[src/rtl/rx_comma_align_if.sv]
// Bus between the serial bit source / 10b8b decoder and the comma aligner.
// The master side drives recovered bits and decoder error flags; the slave
// side (the aligner) returns framed code groups and sync status.
`timescale 1ns/1ps
interface rx_comma_align_if;
  logic       i_Bit;
  logic       i_BitVld;
  logic       i_CodeErr;
  logic       i_DispErr;
  logic [9:0] o_Word;
  logic       o_WordVld;
  logic       o_Comma;
  logic       o_Lock;
  logic [1:0] o_State;

  modport master (
    output i_Bit, i_BitVld, i_CodeErr, i_DispErr,
    input  o_Word, o_WordVld, o_Comma, o_Lock, o_State
  );

  modport slave (
    input  i_Bit, i_BitVld, i_CodeErr, i_DispErr,
    output o_Word, o_WordVld, o_Comma, o_Lock, o_State
  );
endinterface

[src/rtl/rx_comma_align.sv]
// Bit-level comma aligner and sync state machine ahead of the 10b8b decoder.
// Hunts for K28.1/K28.5/K28.7, frames 10-bit code groups (first bit = bit 9),
// and uses decoder error flags to drop sync and re-hunt.
`timescale 1ns/1ps
module rx_comma_align #(
  parameter int LOCK_COMMAS = 3,
  parameter int ERR_MAX     = 4,
  parameter int GOOD_RUN    = 16
) (
  input logic            i_Clk,
  input logic            i_RstN,
  rx_comma_align_if.slave bus
);

  typedef enum logic [1:0] {
    ST_HUNT = 2'd0,
    ST_ACQ  = 2'd1,
    ST_SYNC = 2'd2
  } state_t;

  localparam logic [3:0] LOCK_C = 4'(LOCK_COMMAS);
  localparam logic [3:0] ERR_C  = 4'(ERR_MAX);
  localparam logic [7:0] GOOD_C = 8'(GOOD_RUN);

  state_t     state_q, state_d;
  logic [9:0] sr_q, sr_d;
  logic [3:0] ph_q, ph_d;
  logic [3:0] comma_cnt_q, comma_cnt_d;
  logic [3:0] err_cnt_q, err_cnt_d;
  logic [7:0] good_cnt_q, good_cnt_d;
  logic [9:0] word_q, word_d;
  logic       word_vld_q, word_vld_d;
  logic       comma_q, comma_d;

  logic [9:0] nsr;
  logic       comma_hit;
  logic       word_done;
  logic       word_err;
  logic [3:0] comma_inc;
  logic [3:0] err_inc;
  logic [7:0] good_inc;

  // Next-state logic: bit shifting, framing, FSM and sync/error counters.
  always_comb begin
    // NOTE: every variable gets a default first so no path leaves it unassigned (no latches).
    state_d     = state_q;
    sr_d        = sr_q;
    ph_d        = ph_q;
    comma_cnt_d = comma_cnt_q;
    err_cnt_d   = err_cnt_q;
    good_cnt_d  = good_cnt_q;
    word_d      = word_q;
    word_vld_d  = 1'b0;
    comma_d     = comma_q;

    nsr       = {sr_q[8:0], bus.i_Bit};
    comma_hit = (nsr[9:3] == 7'b0011111) || (nsr[9:3] == 7'b1100000);
    word_done = (ph_q == 4'd9);
    word_err  = word_vld_q & (bus.i_CodeErr | bus.i_DispErr);
    comma_inc = (comma_cnt_q == 4'hF) ? comma_cnt_q : comma_cnt_q + 4'd1;
    err_inc   = (err_cnt_q == 4'hF) ? err_cnt_q : err_cnt_q + 4'd1;
    good_inc  = (good_cnt_q == GOOD_C) ? good_cnt_q : good_cnt_q + 8'd1;

    // Bit-driven events: only an accepted bit moves the shifter and framer.
    if (bus.i_BitVld) begin
      sr_d = nsr;
      ph_d = word_done ? 4'd0 : ph_q + 4'd1;
      unique case (state_q)
        ST_HUNT: begin
          if (comma_hit) begin
            word_d      = nsr;
            word_vld_d  = 1'b1;
            comma_d     = 1'b1;
            ph_d        = 4'd0;
            comma_cnt_d = 4'd1;
            if (LOCK_C == 4'd1) begin
              state_d    = ST_SYNC;
              err_cnt_d  = 4'd0;
              good_cnt_d = 8'd0;
            end else begin
              state_d = ST_ACQ;
            end
          end
        end
        ST_ACQ: begin
          if (comma_hit && !word_done) begin
            // Comma off the current boundary: restart framing on it.
            word_d      = nsr;
            word_vld_d  = 1'b1;
            comma_d     = 1'b1;
            ph_d        = 4'd0;
            comma_cnt_d = 4'd1;
          end else if (word_done) begin
            word_d     = nsr;
            word_vld_d = 1'b1;
            comma_d    = comma_hit;
            if (comma_hit) begin
              comma_cnt_d = comma_inc;
              if (comma_inc >= LOCK_C) begin
                state_d    = ST_SYNC;
                err_cnt_d  = 4'd0;
                good_cnt_d = 8'd0;
              end
            end
          end
        end
        ST_SYNC: begin
          // Misaligned commas are deliberately ignored once locked.
          if (word_done) begin
            word_d     = nsr;
            word_vld_d = 1'b1;
            comma_d    = comma_hit;
          end
        end
        default: state_d = ST_HUNT;
      endcase
    end

    // Decoder feedback for the word currently on o_Word; an error wins over
    // any bit event on the same edge.
    if (word_vld_q) begin
      unique case (state_q)
        ST_ACQ: begin
          if (word_err) begin
            state_d     = ST_HUNT;
            comma_cnt_d = 4'd0;
          end
        end
        ST_SYNC: begin
          if (word_err) begin
            err_cnt_d  = err_inc;
            good_cnt_d = 8'd0;
            if (err_inc >= ERR_C) begin
              state_d     = ST_HUNT;
              comma_cnt_d = 4'd0;
            end
          end else if (good_inc >= GOOD_C && err_cnt_q != 4'd0) begin
            err_cnt_d  = err_cnt_q - 4'd1;
            good_cnt_d = 8'd0;
          end else begin
            good_cnt_d = good_inc;
          end
        end
        default: ;
      endcase
    end
  end

  // State and output registers with asynchronous reset.
  always_ff @(posedge i_Clk or negedge i_RstN) begin
    if (!i_RstN) begin
      state_q     <= ST_HUNT;
      sr_q        <= '0;
      ph_q        <= '0;
      comma_cnt_q <= '0;
      err_cnt_q   <= '0;
      good_cnt_q  <= '0;
      word_q      <= '0;
      word_vld_q  <= 1'b0;
      comma_q     <= 1'b0;
    end else begin
      // NOTE: non-blocking assignments so every register samples pre-edge values.
      state_q     <= state_d;
      sr_q        <= sr_d;
      ph_q        <= ph_d;
      comma_cnt_q <= comma_cnt_d;
      err_cnt_q   <= err_cnt_d;
      good_cnt_q  <= good_cnt_d;
      word_q      <= word_d;
      word_vld_q  <= word_vld_d;
      comma_q     <= comma_d;
    end
  end

  assign bus.o_Word    = word_q;
  assign bus.o_WordVld = word_vld_q;
  assign bus.o_Comma   = comma_q;
  assign bus.o_Lock    = (state_q == ST_SYNC);
  assign bus.o_State   = state_q;

endmodule

[src/flat_wrapper.sv]
// flat-port wrapper written by rule: the top's interface ports become plain ports
module rx_comma_align_flat 
#(
  parameter int LOCK_COMMAS = 3,
  parameter int ERR_MAX     = 4,
  parameter int GOOD_RUN    = 16
)
  (i_Clk, i_RstN, bus_i_Bit, bus_i_BitVld, bus_i_CodeErr, bus_i_DispErr, bus_o_Word, bus_o_WordVld, bus_o_Comma, bus_o_Lock, bus_o_State);
  rx_comma_align_if bus_i ();
  input logic i_Clk;
  input logic i_RstN;
  input wire logic [$bits(bus_i.i_Bit)-1:0] bus_i_Bit;
  input wire logic [$bits(bus_i.i_BitVld)-1:0] bus_i_BitVld;
  input wire logic [$bits(bus_i.i_CodeErr)-1:0] bus_i_CodeErr;
  input wire logic [$bits(bus_i.i_DispErr)-1:0] bus_i_DispErr;
  output wire logic [$bits(bus_i.o_Word)-1:0] bus_o_Word;
  output wire logic [$bits(bus_i.o_WordVld)-1:0] bus_o_WordVld;
  output wire logic [$bits(bus_i.o_Comma)-1:0] bus_o_Comma;
  output wire logic [$bits(bus_i.o_Lock)-1:0] bus_o_Lock;
  output wire logic [$bits(bus_i.o_State)-1:0] bus_o_State;
  assign bus_i.i_Bit = bus_i_Bit;
  assign bus_i.i_BitVld = bus_i_BitVld;
  assign bus_i.i_CodeErr = bus_i_CodeErr;
  assign bus_i.i_DispErr = bus_i_DispErr;
  assign bus_o_Word = bus_i.o_Word;
  assign bus_o_WordVld = bus_i.o_WordVld;
  assign bus_o_Comma = bus_i.o_Comma;
  assign bus_o_Lock = bus_i.o_Lock;
  assign bus_o_State = bus_i.o_State;
  rx_comma_align #(.LOCK_COMMAS(LOCK_COMMAS), .ERR_MAX(ERR_MAX), .GOOD_RUN(GOOD_RUN)) u_core (.i_Clk(i_Clk), .i_RstN(i_RstN), .bus(bus_i));
endmodule
[config.mk]
export PLATFORM = sky130hd
export DESIGN_NAME = rx_comma_align_flat
export DESIGN_NICKNAME = d
export VERILOG_FILES = /design/src/rtl/rx_comma_align_if.sv /design/src/rtl/rx_comma_align.sv /design/src/flat_wrapper.sv
export SDC_FILE = /design/constraint.sdc
export NUM_CORES = 1
export LEC_CHECK = 0
export ABC_AREA = 1
export BUFFER_PORTS_ARGS = -buffer_cell sky130_fd_sc_hd__buf_2
export CAP_MARGIN = 15
export CORE_MARGIN = 2
export CORE_UTILIZATION = 64
export CTS_CLUSTER_SIZE = 40
export DETAILED_ROUTE_END_ITERATION = 16
export PLACE_DENSITY = 0.84
export SLEW_MARGIN = 15
export SYNTH_ARGS = -nofsm -noshare
export SYNTH_HDL_FRONTEND = slang
export SYNTH_SLANG_ARGS = --single-unit
export TNS_END_PERCENT = 100
[constraint.sdc]
create_clock -name i_Clk -period 4.8 [get_ports i_Clk]
set_input_delay 1.44 -clock i_Clk [delete_from_list [all_inputs] [get_ports i_Clk]]
set_output_delay 1.44 -clock i_Clk [all_outputs]
set_load 0.05 [all_outputs]
Yosys cells after proc, flatten, opt, wreduce, memory -nomap -nowiden
Index checks and enable logic that the tools add are counted.
{"block": "word_totals", "mem_bits_rw": 0, "mem_bits_ro": 0, "register_bits": 43, "mem_count": 0, "inputBits": 6, "latchBits": 0, "word_cells": 99, "out_inout_bits": 15}
{"block": "classes", "n_bitwise": 2, "addsub": 5, "n_lt_le_gt_ge": 3, "n_reduce_logical": 8, "multipliers": 0, "div": 0, "shift": 0, "n_eq_ne": 9, "n_mux": 63}
{"op": "$mux W4", "n": 24}
{"op": "$mux W8", "n": 11}
{"op": "$mux W10", "n": 3}
{"op": "$pmux W10 S3", "n": 1}
{"op": "$pmux W4 S2", "n": 3}
{"op": "$mux W2", "n": 10}
{"op": "$add A4 B1 Y4 const B", "n": 3}
{"op": "$eq A4 B4 Y1 const B", "n": 3}
{"op": "$add A8 B1 Y8 const B", "n": 1}
{"op": "$eq A8 B5 Y1 const B", "n": 1}
{"op": "$ge A8 B5 Y1 const B", "n": 1}
{"op": "$eq A7 B5 Y1 const B", "n": 1}
{"op": "$eq A7 B7 Y1 const B", "n": 1}
{"op": "$mux W1", "n": 7}
{"op": "$pmux W1 S3", "n": 2}
{"op": "$pmux W2 S3", "n": 1}
{"op": "$ge A4 B2 Y1 const B", "n": 1}
{"op": "$ge A4 B3 Y1 const B", "n": 1}
{"op": "$pmux W2 S2", "n": 1}
{"op": "$reduce_bool A4 Y1", "n": 1}
{"op": "$sub A4 B1 Y4 const B", "n": 1}
{"op": "$reduce_and A3 Y1", "n": 1}
{"op": "$reduce_bool A3 Y1", "n": 1}
{"op": "$eq A2 B1 Y1 const B", "n": 1}
{"op": "8 further kinds", "n": 9}

Depth between registers and ports, before layout
Gate-level depths: netlist (run 1).
{"block": "logic_depth", "depth_word": 13, "ltp_mapped": 14, "depth_no_buf": 14}

Worst setup path after synthesis (run 1)
Ideal clock, no wire load.
{"block": "synth_path", "kind": "reg-to-output", "start": "register u_core.state_q[0] (netlist: u_core.bus.o_State[0])", "end": "output port bus_o_Lock", "t_required_ns": 3.360, "path_stages_with_launch": 3, "path_slack_ns": 2.037, "t_arrival_ns": 1.323, "path_buffers": 0, "path_cell_list": "dfrtp_1 > inv_1 > ha_1"}
{"block": "synth_between", "elab_chain_cells": 1}
{"item": "start: declaration", "line_no": "rx_comma_align.sv:25", "rtl": "state_t state_q, state_d;"}
{"item": "start signal: assignment", "line_no": "rx_comma_align.sv:163", "rtl": "state_q <= state_d;"}
{"item": "$eq A2 B2 Y1", "line_no": "rx_comma_align.sv:178", "rtl": "assign bus.o_Lock = (state_q == ST_SYNC);"}
{"item": "end: declaration", "line_no": "flat_wrapper.sv:19", "rtl": "output wire logic [$bits(bus_i.o_Lock)-1:0] bus_o_Lock;"}
Every way passes these cells.

Final worst setup path (run 1)
Ends and elaborated chain as after synthesis.

==> results of run 1 <==
[layer usage]
| layer | GRT usage | wire length (µm) | vias to the layer above |
|---|---|---|---|
| met3 | 0.05032 | 243 | 6 |
| met1 | 0.3438 | 2655 | 1112 |
| li1 | - | - | 1215 |
| met5 | 0 | 0 | - |
| met4 | 0.08750 | 75 | 0 |
| met2 | 0.4688 | 2743 | 62 |
[synth_stat cells, drive strengths merged, types with 4 or more instances]
master / number
nand3: 38
ha: 12
xor2: 4
nand2: 102
o31ai: 5
dfrtp: 43
o21ai: 35
nand4: 7
a21oi: 20
nor2: 19
inv: 57
[cell families (layout without fill, tap and decap cells)]
| logic type | count (synthesis) | count (layout) |
|---|---|---|
| adders and majority gates | 12 | 12 |
| xor gates and xnor gates | 5 | 5 |
| AOI/OAI and AO/OA | 68 | 68 |
| DFF | 43 | 43 |
| and+or+nand+nor | 169 | 169 |
| buffers and inverters | 62 | 86 |
[metrics by stage]
stage	util	hold slack (ns)
finish	0.7247	0.5374
detailed placement	0.7035	0.5222
global route	0.7247	0.5593
floorplan	-	0.4725
CTS	0.7247	0.5408
global placement	0.7035	0.4939
[layout make-up]
| class | instances | area [µm²] | share of cell area |
|---|---|---|---|
| well taps | 50 | 62.56 | 0.02158 |
| clock inverters | 2 | 12.51 | 0.004316 |
| repair buffers | 20 | 100.1 | 0.03453 |
| flip-flops and latches | 43 | 1076 | 0.3712 |
| clock buffers | 6 | 72.57 | 0.02503 |
| multi-input cells | 254 | 1355 | 0.4674 |
| inverters | 58 | 220.2 | 0.07596 |
[power by group through the flow]
stage                     registers [µW]  logic, µW  clock network [µW]
after floorplan                      735        464                   0
after CTS                            583        795                 230
final                                585        794                 227
after global placement               583        771                   0
after detailed placement             590        792                   0
after global routing                 602        885                 240
[flip-flops by register name, indices dropped and copies added (netlist names)]
| signal | count |
|---|---|
| u_core.bus.o_WordVld | 1 |
| u_core.ph_q | 4 |
| u_core.sr_q | 9 |
| u_core.bus.o_Word | 10 |
| u_core.bus.o_Comma | 1 |
| u_core.bus.o_State | 2 |
| u_core.err_cnt_q | 4 |
| u_core.comma_cnt_q | 4 |
| u_core.good_cnt_q | 8 |
[how the worst max path moves through the flow]
stage / start / endpoint
finish: u_core.bus.o_State[0]$_DFF_PN0_ / bus_o_Lock
global route: u_core.bus.o_State[0]$_DFF_PN0_ / bus_o_Lock
CTS: u_core.bus.o_State[0]$_DFF_PN0_ / bus_o_Lock
detailed placement: bus_i_BitVld / u_core.bus.o_Word[1]$_DFFE_PN0P_
global placement: bus_i_BitVld / u_core.bus.o_Word[0]$_DFFE_PN0P_
floorplan: u_core.bus.o_State[0]$_DFF_PN0_ / bus_o_Lock
[worst register-to-register path: stages, from the launching register on]
cell     delay (ns)
dfrtp_1        0.44
inv_1          0.16
ha_1           0.31
nand2_1        0.25
nor2_1         0.30
inv_1          0.11
nor2_1         0.23
nand4_1        0.17
o31ai_2        0.09
==> flow_summary.ini, run 1 <==
[min_path]
hold_path.class = register to register
min-delay-start = u_core.bus.o_Word[8]$_DFFE_PN0P_
timing.hold.worst_path_depth = 2
timing.hold.worst_endpoint = u_core.bus.o_Word[8]$_DFFE_PN0P_

[place]
pre_cts_slack_ns = 1.782
port-buffer-count = 20
placed_cell_area_mm2 = 0.002814
hpwl_dp_um = 4201
gp_congestion = 0.9036
dp_cells = 425

[critical_path]
critical_path.top_delay_family = buffers and inverters
crit_path_end_kind = output port
worstPathRequired_ns = 3.36
cp.buffers_inverters = 2
worst-path-max-fanout = 6
critical_path.startpoint_type = register
worstSetupPathDepth = 3
worst-r2r-cell-count = 8
crit_path_cell_trace = inv_1 -> ha_1 -> buf_2
rr_startpoint = u_core.bus.o_State[0]$_DFF_PN0_
setup.worst_path.class = register to output port
cp_slowest_cell = dfrtp_1
critical_path_arrival_ns = 1.51
r2r_setup_slack_ns = 2.64
rr_endpoint = u_core.good_cnt_q[3]$_DFF_PN0_
critPathMaxStageDelay_ns = 0.44

[yosys]
synth_edf_count = 0
synth_largest_area_cell = dfrtp_1
ys_seq_area_frac = 0.4022
synth_area_leaders = dfrtp_1 (40%), nand2_1 (13%), inv_1 (7.4%), nand3_1 (6.7%), ha_1 (5.6%)
post_synth_xor_area_fraction = 0.01637
netlist.area_leader.share = 0.4022
synth_adder_area_share = 0.05613
synthesis.nets = 377
syn-mean-instance-area_um2 = 7.451
async_sr_flop_fraction = 1.000
syn_inst = 359
synth_simple_gate_area_share = 0.2816
dominant_combinational_cell_family_by_area_after_synthesis = simple AND/OR/NAND/NOR gates
syn_area_mm2 = 0.002675
synth_seq_cells = 43
ys_warn_count = 0
synth-compound-area-share = 0.1525
synthFlopType = dfrtp_1
post_synth_mux_area_share = 0
post_synth_num_cell_types = 37

[drt]
drt-vias-per-instance = 5.531
via_count_of_the_routed_design = 2395
drtIter0Drc = 247
route.antenna.remaining_nets = 0
detail_route.wirelength_um = 5717
detailedRoute.firstPassIterationCount = 4
drcViolationCount = 0
avgRoutedWirePerCell_um = 13.20

[sta]
timing.final.setup_violations = 0
achievable-frequency_mhz = 338.5
final_hold_viol_count = 0
timing.final.crit_period_ns = 2.954
finalCritPeriodShare = 0.6154
rsz0062_at_grt = false
maxSlewViolCount = 0
final_critical_path_setup_slack_ns = 1.846
setup_tns_ns = 0
timing.slew.headroom = 0.3641
finalClockSkew_ns = 0.006690
worst-slew-pin-transition_ns = 0.9538

[global_routing]
global_route_wire_length_before_repair_um = 9535
global_route.usage.total = 0.2721
initial_antenna_violation_count = 0
via_count_of_the_first_global_routing_pass = 2176
grt_start_max_net_pins = 44
grt.overflow.total = 0

[floorplanning]
chipWidth_um = 68.65
io_pins = 21
row_count = 23
floorplan.initialDensity = 0.6688
die_area_mm2 = 0.004713
core-area_mm2 = 0.004000
die_height_um = 68.65

[pwr]
cell_internal_pwr_uw = 812.8
p_total_uw = 1606
pwr-share-clk = 0.142
comb_power_share = 0.494
vdd.ir_drop.worst_v = 0.0003209
power.leakage_uw = 0.001477
pwr_density_cell_mw_per_mm2 = 554.1
sequentialPowerShare = 0.364
sw_pwr_uw = 793.4
netSwitchingFraction = 0.4939

[clocking]
cts-resized-gates = 0
clock_latency_ns = 0.30
postCtsSetupRepairBufs = 0
cts_hold_repair.buffers = 0
clock_sink_count = 43
number_of_buffers_created_by_cts = 5
cts.htree.levels = 2
clock_tree_root_driver_cell = clkbuf_8
cts_buffer_depth = 2
path_clk_slew_ns = 0.08
cts_tree = built

[layout]
layout.filler_cells = 324
layout.cells.most_common_list = nand2_1 (94), inv_1 (53), dfrtp_1 (43)
stdcell_count = 433
finish.net_count = 400
antenna_cells = 0
layout.cells.most_common = nand2_1
layout-drive-gt1-share = 0.1358
final_cell_area_mm2 = 0.002899
area_growth_syn_to_layout_pct = 8.372

[job]
cap_violations = 0

[status]
status = finished clean
Power figures use the tool's default switching activity.
==> inputs of run 2 (changes only) <==
--- a/config.mk
+++ b/config.mk
@@ -9,10 +9,10 @@
 export BUFFER_PORTS_ARGS = -buffer_cell sky130_fd_sc_hd__buf_2
 export CAP_MARGIN = 15
 export CORE_MARGIN = 2
-export CORE_UTILIZATION = 64
+export CORE_UTILIZATION = 60
 export CTS_CLUSTER_SIZE = 40
 export DETAILED_ROUTE_END_ITERATION = 16
-export PLACE_DENSITY = 0.84
+export PLACE_DENSITY = 0.8
 export SLEW_MARGIN = 15
 export SYNTH_ARGS = -nofsm -noshare
 export SYNTH_HDL_FRONTEND = slang
==> constraint.sdc (replaced) <==
create_clock -name i_Clk -period 2.98 [get_ports i_Clk]
set_input_delay 0.894 -clock i_Clk [delete_from_list [all_inputs] [get_ports i_Clk]]
set_output_delay 0.894 -clock i_Clk [all_outputs]
set_load 0.05 [all_outputs]
==> run 2 against run 1 <==
Net effect: combinational power increased by 61%; global-route usage decreased by 2.9 points; register-to-register slack got worse by 1.8 ns; hold slack got worse by 0.011 ns; highest routed layer unchanged.
==> flow_summary.ini, run 2 (same netlist as run 1, synthesis figures left out) <==
[clocking]
postCtsSetupRepairBufs = 0
cts_tree = built
cts_hold_repair.buffers = 0
cts-resized-gates = 0
clock_latency_ns = 0.30
path_clk_slew_ns = 0.08
clock_tree_root_driver_cell = clkbuf_8
number_of_buffers_created_by_cts = 5
cts_buffer_depth = 2
cts.htree.levels = 2
clock_sink_count = 43

[layout]
largest_register_ffs = 10
regArea_mm2 = 0.001076
final_cell_area_mm2 = 0.002937
layout-drive-gt1-share = 0.1406
layout.filler_cells = 355
multiInputGateArea_mm2 = 0.001355
layout.cells.most_common = nand2_1
layout.cells.most_common_list = nand2_1 (94), inv_1 (53), dfrtp_1 (43)
finish.net_count = 401
finish.utilization = 0.6791
area_growth_syn_to_layout_pct = 9.776
antenna_cells = 0

[place]
port-buffer-count = 20
placed_cell_area_mm2 = 0.002824
pre_cts_slack_ns = 0.7972
gp_congestion = 0.8905
hpwl_dp_um = 4076

[sta]
achievable-frequency_mhz = 411.8
timing.final.setup_violations = 0
final_critical_path_setup_slack_ns = 0.5514
worst-slew-pin-transition_ns = 0.9493
finalCritPeriodShare = 0.8150
final_hold_viol_count = 0
timing.final.crit_period_ns = 2.429
finalClockSkew_ns = 0.005718
worst_hold_slack_ns = 0.5264
timing.slew.headroom = 0.3671
rsz0062_at_grt = false
setup_tns_ns = 0
maxSlewViolCount = 0

[critical_path]
setup.worst_path.class = register to output port
critical_path.startpoint_type = register
worst-path-max-fanout = 6
crit_path_end_kind = output port
critical_path_arrival_ns = 1.53
worstPathRequired_ns = 2.09

[global_routing]
initial_antenna_violation_count = 0
via_count_of_the_first_global_routing_pass = 2197
global_route.usage.total = 0.2429
global_route_wire_length_before_repair_um = 9804
grt.overflow.total = 0
grt_start_max_net_pins = 44

[floorplanning]
die_area_mm2 = 0.005008
io_pins = 21
die_height_um = 70.77
floorplan.initialDensity = 0.6186
row_count = 24
chipWidth_um = 70.77
core-area_mm2 = 0.004324

[pwr]
netSwitchingFraction = 0.4801
sw_pwr_uw = 1287
power.leakage_uw = 0.001498
sequentialPowerShare = 0.353
comb_power_share = 0.476
cell_internal_pwr_uw = 1393
pwr_density_cell_mw_per_mm2 = 912.7
pwr-share-clk = 0.172
vdd.ir_drop.worst_v = 0.0004009

[drt]
met3WireLength_um = 191
top_layer = met4
detailedRoute.firstPassIterationCount = 4
route.antenna.remaining_nets = 0
drtIter0Drc = 185
detailroute.wirelength.met2_um = 2636
via_count_of_the_routed_design = 2379
detail_route.wirelength_um = 5763
met1_length_um = 2824
drt-vias-per-instance = 5.456
drcViolationCount = 0
avgRoutedWirePerCell_um = 13.22

[status]
status = finished clean

[min_path]
hold_path.class = register to register

[job]
cap_violations = 0
## run 2: layout make-up
type / count / share of cell area
multi-input cells: 254 / 0.4614
flip-flops and latches: 43 / 0.3664
inverters: 58 / 0.07499
clock buffers: 5 / 0.02343
well taps: 52 / 0.02216
clock inverters: 3 / 0.01491
repair buffers: 21 / 0.03664
## run 2: final timing paths
kind	start	endpoint	slack [ns]	cells past startpoint
max	u_core.bus.o_State[0]$_DFF_PN0_	bus_o_Lock	0.55	3
min	u_core.sr_q[1]$_DFFE_PN0P_	u_core.sr_q[1]$_DFFE_PN0P_	0.53	2
max reg2reg	u_core.bus.o_State[0]$_DFF_PN0_	u_core.good_cnt_q[3]$_DFF_PN0_	0.85	8
min reg2reg	u_core.sr_q[1]$_DFFE_PN0P_	u_core.sr_q[1]$_DFFE_PN0P_	0.53	2
max in group asynchronous	i_RstN	u_core.err_cnt_q[2]$_DFF_PN0_	1.66	1
min in group asynchronous	i_RstN	u_core.bus.o_Word[6]$_DFFE_PN0P_	0.74	1
## run 2: power groups by stage
stage                     Combinational, µW  Sequential, µW  Clock [µW]
after detailed placement               1270             952           0
after CTS                              1280             940         462
after global placement                 1250             939           0
after global routing                   1420             965         491
final                                  1280             945         460
after floorplan                         748            1180           0
## run 2: critical path, stage by stage (launching register included)
cell and delay (ns):
dfrtp_1 0.45, inv_1 0.16, ha_1 0.31, buf_2 0.31
## run 2: through the flow
| stage | power (µW) | instances |
|---|---|---|
| global route | 2873 | 436 |
| CTS | 2678 | 436 |
| floorplan | 1931 | 359 |
| finish | 2680 | 436 |
| global placement | 2184 | 428 |
| detailed placement | 2218 | 428 |
## run 2: per-layer routing
metal / vias up / track usage
li1: 1209 / -
met5: - / 0
met4: 0 / 0.08805
met1: 1108 / 0.3361
met3: 10 / 0.04558
met2: 52 / 0.3842
